`src/rtl/dm_access_pkg.sv`:
```
// ---------------------------------------------------------------------------
// dm_access_pkg
// Shared definitions for the data-memory access unit:
//   - access size encodings (SZ_BYTE / SZ_HALF / SZ_WORD, SZ_RSVD)
//   - the sequencing FSM state enum
//   - lane helpers: alignment check, load lane extraction/extension,
//     store lane merge (little-endian, byte offset k -> bits 8k+7:8k)
// ---------------------------------------------------------------------------
package dm_access_pkg;

  localparam logic [1:0] SZ_BYTE = 2'b00;
  localparam logic [1:0] SZ_HALF = 2'b01;
  localparam logic [1:0] SZ_WORD = 2'b10;
  localparam logic [1:0] SZ_RSVD = 2'b11;

  typedef enum logic [2:0] {
    ST_IDLE     = 3'd0,
    ST_RESP_ERR = 3'd1,
    ST_LD_RD    = 3'd2,
    ST_LD_DATA  = 3'd3,
    ST_RMW_RD   = 3'd4,
    ST_ST_WR    = 3'd5
  } dm_state_e;

  // True when the request cannot be served: reserved size or misaligned.
  function automatic logic request_error(input logic [1:0] size, input logic [1:0] offset);
    logic err;
    case (size)
      SZ_BYTE: err = 1'b0;
      SZ_HALF: err = offset[0];
      SZ_WORD: err = (offset != 2'b00);
      default: err = 1'b1;
    endcase
    return err;
  endfunction

  // Select the addressed lane of a memory word and sign/zero-extend it.
  function automatic logic [31:0] lane_extract(input logic [31:0] word,
                                               input logic [1:0]  offset,
                                               input logic [1:0]  size,
                                               input logic        uns);
    logic [31:0] shifted;
    logic [31:0] res;
    shifted = word >> {offset, 3'b000};
    case (size)
      SZ_BYTE: begin
        if (uns) begin
          res = {24'h000000, shifted[7:0]};
        end else begin
          res = {{24{shifted[7]}}, shifted[7:0]};
        end
      end
      SZ_HALF: begin
        if (uns) begin
          res = {16'h0000, shifted[15:0]};
        end else begin
          res = {{16{shifted[15]}}, shifted[15:0]};
        end
      end
      SZ_WORD: res = word;
      default: res = 32'h0000_0000;
    endcase
    return res;
  endfunction

  // Replace the addressed lane(s) of the old word with right-justified wdata.
  function automatic logic [31:0] lane_merge(input logic [31:0] old_word,
                                             input logic [31:0] wdata,
                                             input logic [1:0]  offset,
                                             input logic [1:0]  size);
    logic [31:0] mask;
    logic [31:0] data;
    case (size)
      SZ_BYTE: begin
        mask = 32'h0000_00FF << {offset, 3'b000};
        data = {24'h000000, wdata[7:0]} << {offset, 3'b000};
      end
      SZ_HALF: begin
        mask = 32'h0000_FFFF << {offset, 3'b000};
        data = {16'h0000, wdata[15:0]} << {offset, 3'b000};
      end
      SZ_WORD: begin
        mask = 32'hFFFF_FFFF;
        data = wdata;
      end
      default: begin
        mask = 32'h0000_0000;
        data = 32'h0000_0000;
      end
    endcase
    return (old_word & ~mask) | (data & mask);
  endfunction

endpackage

```
`src/rtl/dm_access_unit_lane_fmt.sv`:
```
// ---------------------------------------------------------------------------
// dm_lane_fmt
// Combinational lane formatter shared by the load and store paths.
// Ports:
//   rd_word_i  : word read from memory
//   wdata_i    : right-justified store data
//   offset_i   : byte offset within the word (addr[1:0])
//   size_i     : access size encoding
//   uns_i      : zero-extend loads when 1
//   ld_data_o  : extracted and extended load data
//   st_word_o  : merged word to write back
// ---------------------------------------------------------------------------
module dm_lane_fmt
  import dm_access_pkg::*;
(
  input  logic [31:0] rd_word_i,
  input  logic [31:0] wdata_i,
  input  logic [1:0]  offset_i,
  input  logic [1:0]  size_i,
  input  logic        uns_i,
  output logic [31:0] ld_data_o,
  output logic [31:0] st_word_o
);

  // Load lane extraction and store lane merge.
  always_comb begin
    ld_data_o = lane_extract(rd_word_i, offset_i, size_i, uns_i);
    st_word_o = lane_merge(rd_word_i, wdata_i, offset_i, size_i);
  end

endmodule

```
`src/rtl/dm_access_unit.sv`:
```
// ---------------------------------------------------------------------------
// dm_access_unit
// Initiator side of the data-memory interface. Accepts one load/store at a
// time from the pipeline and sequences it onto a word-wide synchronous
// memory. Sub-word stores are done as read-modify-write.
// Ports:
//   clk, rst                  : clock, asynchronous active-high reset
//   req_valid/req_ready       : request handshake (ready only in IDLE)
//   req_we/size/unsigned/addr/wdata : request fields, latched at accept
//   resp_valid/resp_err/resp_rdata  : one-cycle completion pulse
//   dm_dmwr/dm_wren/dm_address/dm_din : memory command (registered ctrl)
//   dm_dout                   : memory read data, valid after a read edge
// ---------------------------------------------------------------------------
module dm_access_unit
  import dm_access_pkg::*;
#(
  parameter int ADDR_LSB = 2,
  parameter int ADDR_MSB = 11
) (
  input  logic                         clk,
  input  logic                         rst,
  input  logic                         req_valid,
  output logic                         req_ready,
  input  logic                         req_we,
  input  logic [1:0]                   req_size,
  input  logic                         req_unsigned,
  input  logic [31:0]                  req_addr,
  input  logic [31:0]                  req_wdata,
  output logic                         resp_valid,
  output logic                         resp_err,
  output logic [31:0]                  resp_rdata,
  output logic                         dm_dmwr,
  output logic                         dm_wren,
  output logic [ADDR_MSB-ADDR_LSB:0]   dm_address,
  output logic [31:0]                  dm_din,
  input  logic [31:0]                  dm_dout
);

  localparam int AW = ADDR_MSB - ADDR_LSB + 1;

  dm_state_e state_q, state_d;

  // Latched request fields.
  logic [1:0]  size_q;
  logic        uns_q;
  logic [1:0]  off_q;
  logic [31:0] wdata_q;

  // Registered memory/handshake controls and their next values.
  logic          wren_q, wren_d;
  logic          dmwr_q, dmwr_d;
  logic          ready_q, ready_d;
  logic          rvalid_q, rvalid_d;
  logic          rerr_q, rerr_d;
  logic [AW-1:0] addr_q, addr_d;

  logic        accept_s;
  logic        req_err_s;
  logic [31:0] ld_data_s;
  logic [31:0] st_word_s;

  // Address bits above the word index are deliberately discarded (4 KB wrap).
  logic unused_addr_s;
  assign unused_addr_s = ^req_addr[31:ADDR_MSB+1];

  assign accept_s  = req_valid & ready_q;
  assign req_err_s = request_error(req_size, req_addr[1:0]);

  dm_lane_fmt u_lane_fmt (
    .rd_word_i (dm_dout),
    .wdata_i   (wdata_q),
    .offset_i  (off_q),
    .size_i    (size_q),
    .uns_i     (uns_q),
    .ld_data_o (ld_data_s),
    .st_word_o (st_word_s)
  );

  // Next-state logic of the sequencing FSM.
  always_comb begin
    state_d = state_q;
    case (state_q)
      ST_IDLE: begin
        if (accept_s) begin
          if (req_err_s) begin
            state_d = ST_RESP_ERR;
          end else if (!req_we) begin
            state_d = ST_LD_RD;
          end else if (req_size == SZ_WORD) begin
            state_d = ST_ST_WR;
          end else begin
            state_d = ST_RMW_RD;
          end
        end else begin
          state_d = ST_IDLE;
        end
      end
      ST_RESP_ERR: state_d = ST_IDLE;
      ST_LD_RD:    state_d = ST_LD_DATA;
      ST_LD_DATA:  state_d = ST_IDLE;
      ST_RMW_RD:   state_d = ST_ST_WR;
      ST_ST_WR:    state_d = ST_IDLE;
      default:     state_d = ST_IDLE;
    endcase
  end

  // Control outputs are computed from the next state so they are glitch-free
  // flops aligned with the state they belong to.
  always_comb begin
    wren_d   = 1'b0;
    dmwr_d   = 1'b0;
    ready_d  = 1'b0;
    rvalid_d = 1'b0;
    rerr_d   = 1'b0;
    case (state_d)
      ST_IDLE:     ready_d = 1'b1;
      ST_RESP_ERR: begin
        rvalid_d = 1'b1;
        rerr_d   = 1'b1;
      end
      ST_LD_RD:    wren_d = 1'b1;
      ST_LD_DATA:  rvalid_d = 1'b1;
      ST_RMW_RD:   wren_d = 1'b1;
      ST_ST_WR: begin
        wren_d   = 1'b1;
        dmwr_d   = 1'b1;
        rvalid_d = 1'b1;
      end
      default:     ready_d = 1'b1;
    endcase
    if (accept_s) begin
      addr_d = req_addr[ADDR_MSB:ADDR_LSB];
    end else begin
      addr_d = addr_q;
    end
  end

  // State and control-output registers.
  always_ff @(posedge clk or posedge rst) begin
    if (rst) begin
      state_q  <= ST_IDLE;
      wren_q   <= 1'b0;
      dmwr_q   <= 1'b0;
      ready_q  <= 1'b1;
      rvalid_q <= 1'b0;
      rerr_q   <= 1'b0;
      addr_q   <= '0;
    end else begin
      state_q  <= state_d;
      wren_q   <= wren_d;
      dmwr_q   <= dmwr_d;
      ready_q  <= ready_d;
      rvalid_q <= rvalid_d;
      rerr_q   <= rerr_d;
      addr_q   <= addr_d;
    end
  end

  // Request field capture at accept; inputs are free to change afterwards.
  always_ff @(posedge clk or posedge rst) begin
    if (rst) begin
      size_q  <= SZ_BYTE;
      uns_q   <= 1'b0;
      off_q   <= 2'b00;
      wdata_q <= 32'h0000_0000;
    end else if (accept_s) begin
      size_q  <= req_size;
      uns_q   <= req_unsigned;
      off_q   <= req_addr[1:0];
      wdata_q <= req_wdata;
    end else begin
      size_q  <= size_q;
      uns_q   <= uns_q;
      off_q   <= off_q;
      wdata_q <= wdata_q;
    end
  end

  // Data paths depend on dm_dout, which only becomes valid at the edge that
  // enters LD_DATA / ST_WR, so they are decoded from the registered state.
  always_comb begin
    if (state_q == ST_LD_DATA) begin
      resp_rdata = ld_data_s;
    end else begin
      resp_rdata = 32'h0000_0000;
    end
    if (state_q == ST_ST_WR) begin
      dm_din = st_word_s;
    end else begin
      dm_din = 32'h0000_0000;
    end
  end

  assign req_ready  = ready_q;
  assign resp_valid = rvalid_q;
  assign resp_err   = rerr_q;
  assign dm_wren    = wren_q;
  assign dm_dmwr    = dmwr_q;
  assign dm_address = addr_q;

endmodule

```
`config.mk`:
```
export PLATFORM = sky130hd
export DESIGN_NAME = dm_access_unit
export DESIGN_NICKNAME = d
export VERILOG_FILES = /design/src/rtl/dm_access_pkg.sv /design/src/rtl/dm_access_unit_lane_fmt.sv /design/src/rtl/dm_access_unit.sv
export SDC_FILE = /design/constraint.sdc
export NUM_CORES = 1
export LEC_CHECK = 0
export ABC_CLOCK_PERIOD_IN_PS = 3100
export CORE_AREA = 3 3 100 102
export CTS_BUF_LIST = sky130_fd_sc_hd__clkbuf_16
export DETAILED_ROUTE_END_ITERATION = 8
export DIE_AREA = 0 0 103 105
export HOLD_SLACK_MARGIN = 0.08
export PLACE_DENSITY = 0.9
export SLEW_MARGIN = 20
export SYNTH_ARGS = -nofsm -noshare
export SYNTH_HDL_FRONTEND = slang
export SYNTH_SLANG_ARGS = --single-unit
```
`constraint.sdc`:
```
create_clock -name clk -period 3.1 [get_ports clk]
set_input_delay 0.93 -clock clk [delete_from_list [all_inputs] [get_ports clk]]
set_output_delay 0.93 -clock clk [all_outputs]
set_load 0.01 [all_outputs]
```
# Word level (Yosys, flattened, before mapping)
# Cells that the tools add are included.
# W data, S select, Z words.
# totals
mem_count	0
romBits	0
output_inout_bits	79
mem_bits_rw	0
elab_cells	59
ff_bits	55
in_bits	103
latch_bits	0
# op_classes
shifts	5
multipliers	0
magnitude_cmp	0
eq_ne	13
bitwise	5
mux	18
div	0
reduce_logical	7
addsub	0
# ops
operator	count
$pmux W32 S3	3
$mux W32	4
$and A32 B32 Y32	2
$not A32 Y32	1
$or A32 B32 Y32	1
$shl A16 B5 Y32	1
$shl A16 B5 Y32 const A	1
$shl A8 B5 Y32	1
$shl A8 B5 Y32 const A	1
$shr A32 B5 Y16	1
$eq A3 B2 Y1 const B	4
$eq A3 B3 Y1 const B	4
$mux W3	3
$pmux W3 S3	1
$mux W1	6
$reduce_or A3 Y1	2
$reduce_or A5 Y1	1
$eq A2 B1 Y1 const B	2
$eq A2 B2 Y1 const B	2
$logic_not A2 Y1	2
$eq A3 B1 Y1 const B	1
$logic_not A3 Y1	1
$pmux W1 S3	1
$reduce_bool A2 Y1	1
$and A1 B1 Y1	1

# Depth between registers and ports, before layout
# logic_depth
word_depth	9
depth_mapped	8
depth_no_buf	4

# Hierarchy
# A second synthesis with hierarchy kept.
# hier_totals
cells_unflattened	441
hier_area_um2	4066.4
# modules_own_cells
mod	cells_each	seq_area_each_um2	instances	area_per_inst_um2
dm_access_unit	209	1377.6	1	2553.7
dm_lane_fmt	232	0.0	1	1512.7

# Least setup slack after synthesis
# OpenSTA, ideal clock, no wires.
# synth_timing
kind	input-to-output
start	in dm_dout[15]
end	out resp_rdata[21]
t_arrival_ps	1964
required_time_ps	2170
slack_ps	206
stages	6
path_buffers	2
path_cell_list	mux2_1 > a22oi_1 > or4_4 > buf_6 > buf_6 > nand3_2
# synth_between
elab_chain_cells	4
elab_cells_between_ends	5
cone_classes	1 x shift; 4 x mux
# synth_lines
element	line	source
start, declared	dm_access_unit.sv:36	input logic [31:0] dm_dout
$shr A32 B5 Y16 *	dm_access_pkg.sv:44	shifted = word >> {offset, 3'b000};
$mux W32, on equally long branches	dm_access_pkg.sv:54, dm_access_pkg.sv:47	
$pmux W32 S3 *	dm_access_pkg.sv:45	case (size)
$mux W32 *	dm_access_unit.sv:182	if (state_q == ST_LD_DATA) begin
end, declared	dm_access_unit.sv:31	output logic [31:0] resp_rdata,
# Mark *: on every way between the ends. The rest lies on a longest branch, timed or not.

# Final worst setup path
# layout_timing
start	in dm_dout[14]
end	out resp_rdata[6]
# The elaborated chain is that of the path after synthesis.

==> summary.txt <==
Run status
  • Outcome: complete, no violations

Worst hold path
  • HP Start: dm_address[1]
  • Hold Crit Depth: 1
  • Min-delay worst type: flip-flop to flip-flop
  • Hold EP: dm_address[1]

Routing
  • Met2 wire len: 7080 um
  • Initial DRC Count: 381
  • Antenna-violating nets left: 0
  • Routed wire per std cell: 19.1 um
  • # DRC: 0
  • Vias per cell: 5.61
  • DR WL met3: 1130 um
  • Routed WL: 14200 um
  • Number of detailed-route iterations in the first pass: 6
  • Vias: 4167
  • Metal-1 WL: 5660 um
  • Max layer used: met4

Layout
  • Area grow syn2layout: 59.5%
  • Filler Cells Inserted: 767
  • Fin cells: 743
  • Layout cell share with drive strength beyond 1: 0.305
  • Most common cell after layout, fill and taps aside: nand2_1
  • Final #Nets: 735
  • Most frequent cells in the layout: nand2_1, clkdlybuf4s50_1, mux2_2, buf_4
  • Antenna Diode Count: 0

Timing
  • Worst slew pin tran: 584 ps
  • Fin. Hold Viols: 0
  • Highest clock rate: 324 MHz
  • Setup TNS: 0 ps
  • Max Slew Vio Count: 0
  • Fin worst setup slack: 13.5 ps
  • Slew Limit Headroom: 0.610
  • Skew final: 4.79 ps
  • Min Tclk post-route: 3090 ps
  • Crit share post-route: 0.996
  • Final setup violation count: 0

Power
  • Internal: 2.89 mW
  • Part of the power in combinational logic: 0.574
  • Leak: 2.88 nW
  • Clock network fraction of design power: 0.129
  • Switch share: 0.406
  • Pwr Density: 802 nW/um2
  • Final Total Pwr: 4.86 mW
  • Switching power: 1.97 mW
  • Seq pwr share: 0.297
  • Worst vdd ir: 0.393 mV

GRT
  • First-pass GRT wire length: 21900 um
  • Vias in the first global route: 4152
  • Initial antenna violation count: 0
  • Pin count of the biggest net entering global routing: 48
  • Total gr overflow: 0
  • Total GRT Usage: 0.257

CTS
  • Clock Pin Slew Worst Setup and Hold Paths: 70 ps
  • Clk buf depth: 2
  • Root buf cell: clkbuf_16
  • CTS tree: done
  • Clock sinks: 55
  • CTS Buf Count: 5
  • H-Tree Depth: 2
  • Cts hold-fix bufs: 0
  • Clock Latency Late Sink: 290 ps

Die
  • Row count: 35
  • Boundary Pins: 182
  • Core ar.: 9200 um2
  • Chip height: 105 um
  • Die area: 10800 um2
  • Die width: 103 um
  • Starting Density: 0.413

Place
  • Port Buffers: 161
  • Placed insts: 726
  • Final GP Congestion: 0.914
  • Pre-CTS WS: -864 ps
  • DPL Wire Length: 10900 um

Worst setup path
  • R2R Setup Slk: 1630 ps
  • Worst EP arrival: 2160 ps
  • CP Class: input pin to output pin
  • Crit path required time: 2170 ps
  • Critical R2R Capture: dm_dmwr
  • Crit. End Element: output pin
  • Crit path max fanout: 2
  • Startpoint Class: input pin
  • R2R Path Start: state_q[1]
  • R2r worst-path depth: 5

Logic synthesis
  • Synth Net Count: 537
  • Flops & latches, synth: 55
  • Ys Warns: 0
  • Mapped Cells: 434
  • Syn Area/Cell: 8.75 um2
  • Cell Area, Synth: 3800 um2
  • Yosys cell types: 43
  • Register area share after synthesis: 0.363

Run
  • Max Cap Violations: 0
==> worst max-delay path, cell delays in order <==
cell             delay (ps)
clkdlybuf4s50_1         440
mux2_2                  270
a22o_1                  230
nand2_1                  90
a21oi_1                  60
buf_2                   140
==> layout make-up <==
cell class | count | area [um2] | area share
Clock inverter | 2 | 37.5 | 0.00619
Multi-Input combinational cell | 331 | 2260 | 0.374
Tap cell | 111 | 139 | 0.0229
Inverter | 13 | 48.8 | 0.00805
Clock buffer | 5 | 125 | 0.0206
Sequential cell | 55 | 1380 | 0.228
Timing Repair Buffer | 226 | 2060 | 0.340
==> metrics by stage <==
| stage | hold WS (ps) | area, um2 | util |
|---|---|---|---|
| final | 503 | 6060 | 0.659 |
| after global routing | 530 | 6060 | 0.659 |
| after CTS | 510 | 6040 | 0.657 |
| after detailed placement | 497 | 5810 | 0.632 |
| after global placement | 486 | 5810 | 0.632 |
| after floorplan | 479 | 3800 | - |
==> synth_stat cells, drive strengths merged <==
cell      n  area, um2
a21oi    53        265
a211oi    1       7.51
or2       2       12.5
nand2b   10       62.6
dfrtp    54       1350
mux2     56        631
nor2b    13       81.3
o22ai     1       6.26
dfstp     1       26.3
o211a     1       10.0
a21o      3       22.5
and2      2       12.5
a22o      7       61.3
xnor2     1       8.76
inv      13       48.8
a2bb2oi   1       8.76
nand2    89        334
a22oi    24        180
o21ai    11       55.1
nand3b    2       27.5
o31a      2       17.5
o2bb2ai   8       70.1
mux2i     1       10.0
nand3    17        135
nor3      3       20.0
clkbuf   16       60.1
or3       2       12.5
nor2      8       30.0
or4       1       11.3
a31oi     1       6.26
a21boi    1       7.51
o2111ai   1       8.76
o221ai    8       70.1
buf      20        126
==> routing by layer <==
metal,vias up,global-route usage
li1,1938,-
met1,1996,0.338
met2,209,0.440
met3,24,0.0394
met4,0,0.0601
met5,-,0
==> flip-flops by register name, indices dropped and copies added (netlist names) <==
signal,cells
resp_valid,1
wdata_q,32
dm_wren,1
state_q,3
resp_err,1
req_ready,1
dm_dmwr,1
size_q,2
uns_q,1
off_q,2
dm_address,10
==> power groups by stage <==
stage               logic [mW]  clock network [mW]  registers [mW]
finish                    2.79               0.627            1.44
global placement          2.63                   0            1.40
CTS                       2.75               0.637            1.42
detailed placement        2.71                   0            1.42
floorplan                 1.67                   0            1.30
global route              3.04               0.669            1.47
==> how the worst max path moves through the flow <==
stage	start	endpoint	slack, ps	cells after the start
2_1_floorplan	dm_dout[15]	resp_rdata[21]	210	6
3_3_place_gp	dm_dout[7]	resp_rdata[31]	-840	6
3_5_place_dp	dm_dout[7]	resp_rdata[31]	-860	6
4_1_cts	dm_dout[14]	dm_din[14]	2	5
5_1_grt	off_q[0]	dm_din[14]	-40	6
6_report	dm_dout[14]	resp_rdata[6]	10	6
==> kinds of logic after synthesis <==
logic type	share of synthesized area
AND/OR/NAND/NOR	0.195
AO/OA/AOI/OAI	0.210
multiplexers	0.169
flip-flops	0.363
buffers and inverters	0.0619
XOR/XNOR	0.00231
==> timing repair <==
item                                    in CTS  in global routing
setup buffers                                8                  1
pin swaps                                    6                  3
endpoints found under the setup margin      64                 28
cloned                                       1                  0
gates resized for setup                    203                 14
Note: power is estimated with default switching activity, not from simulation.
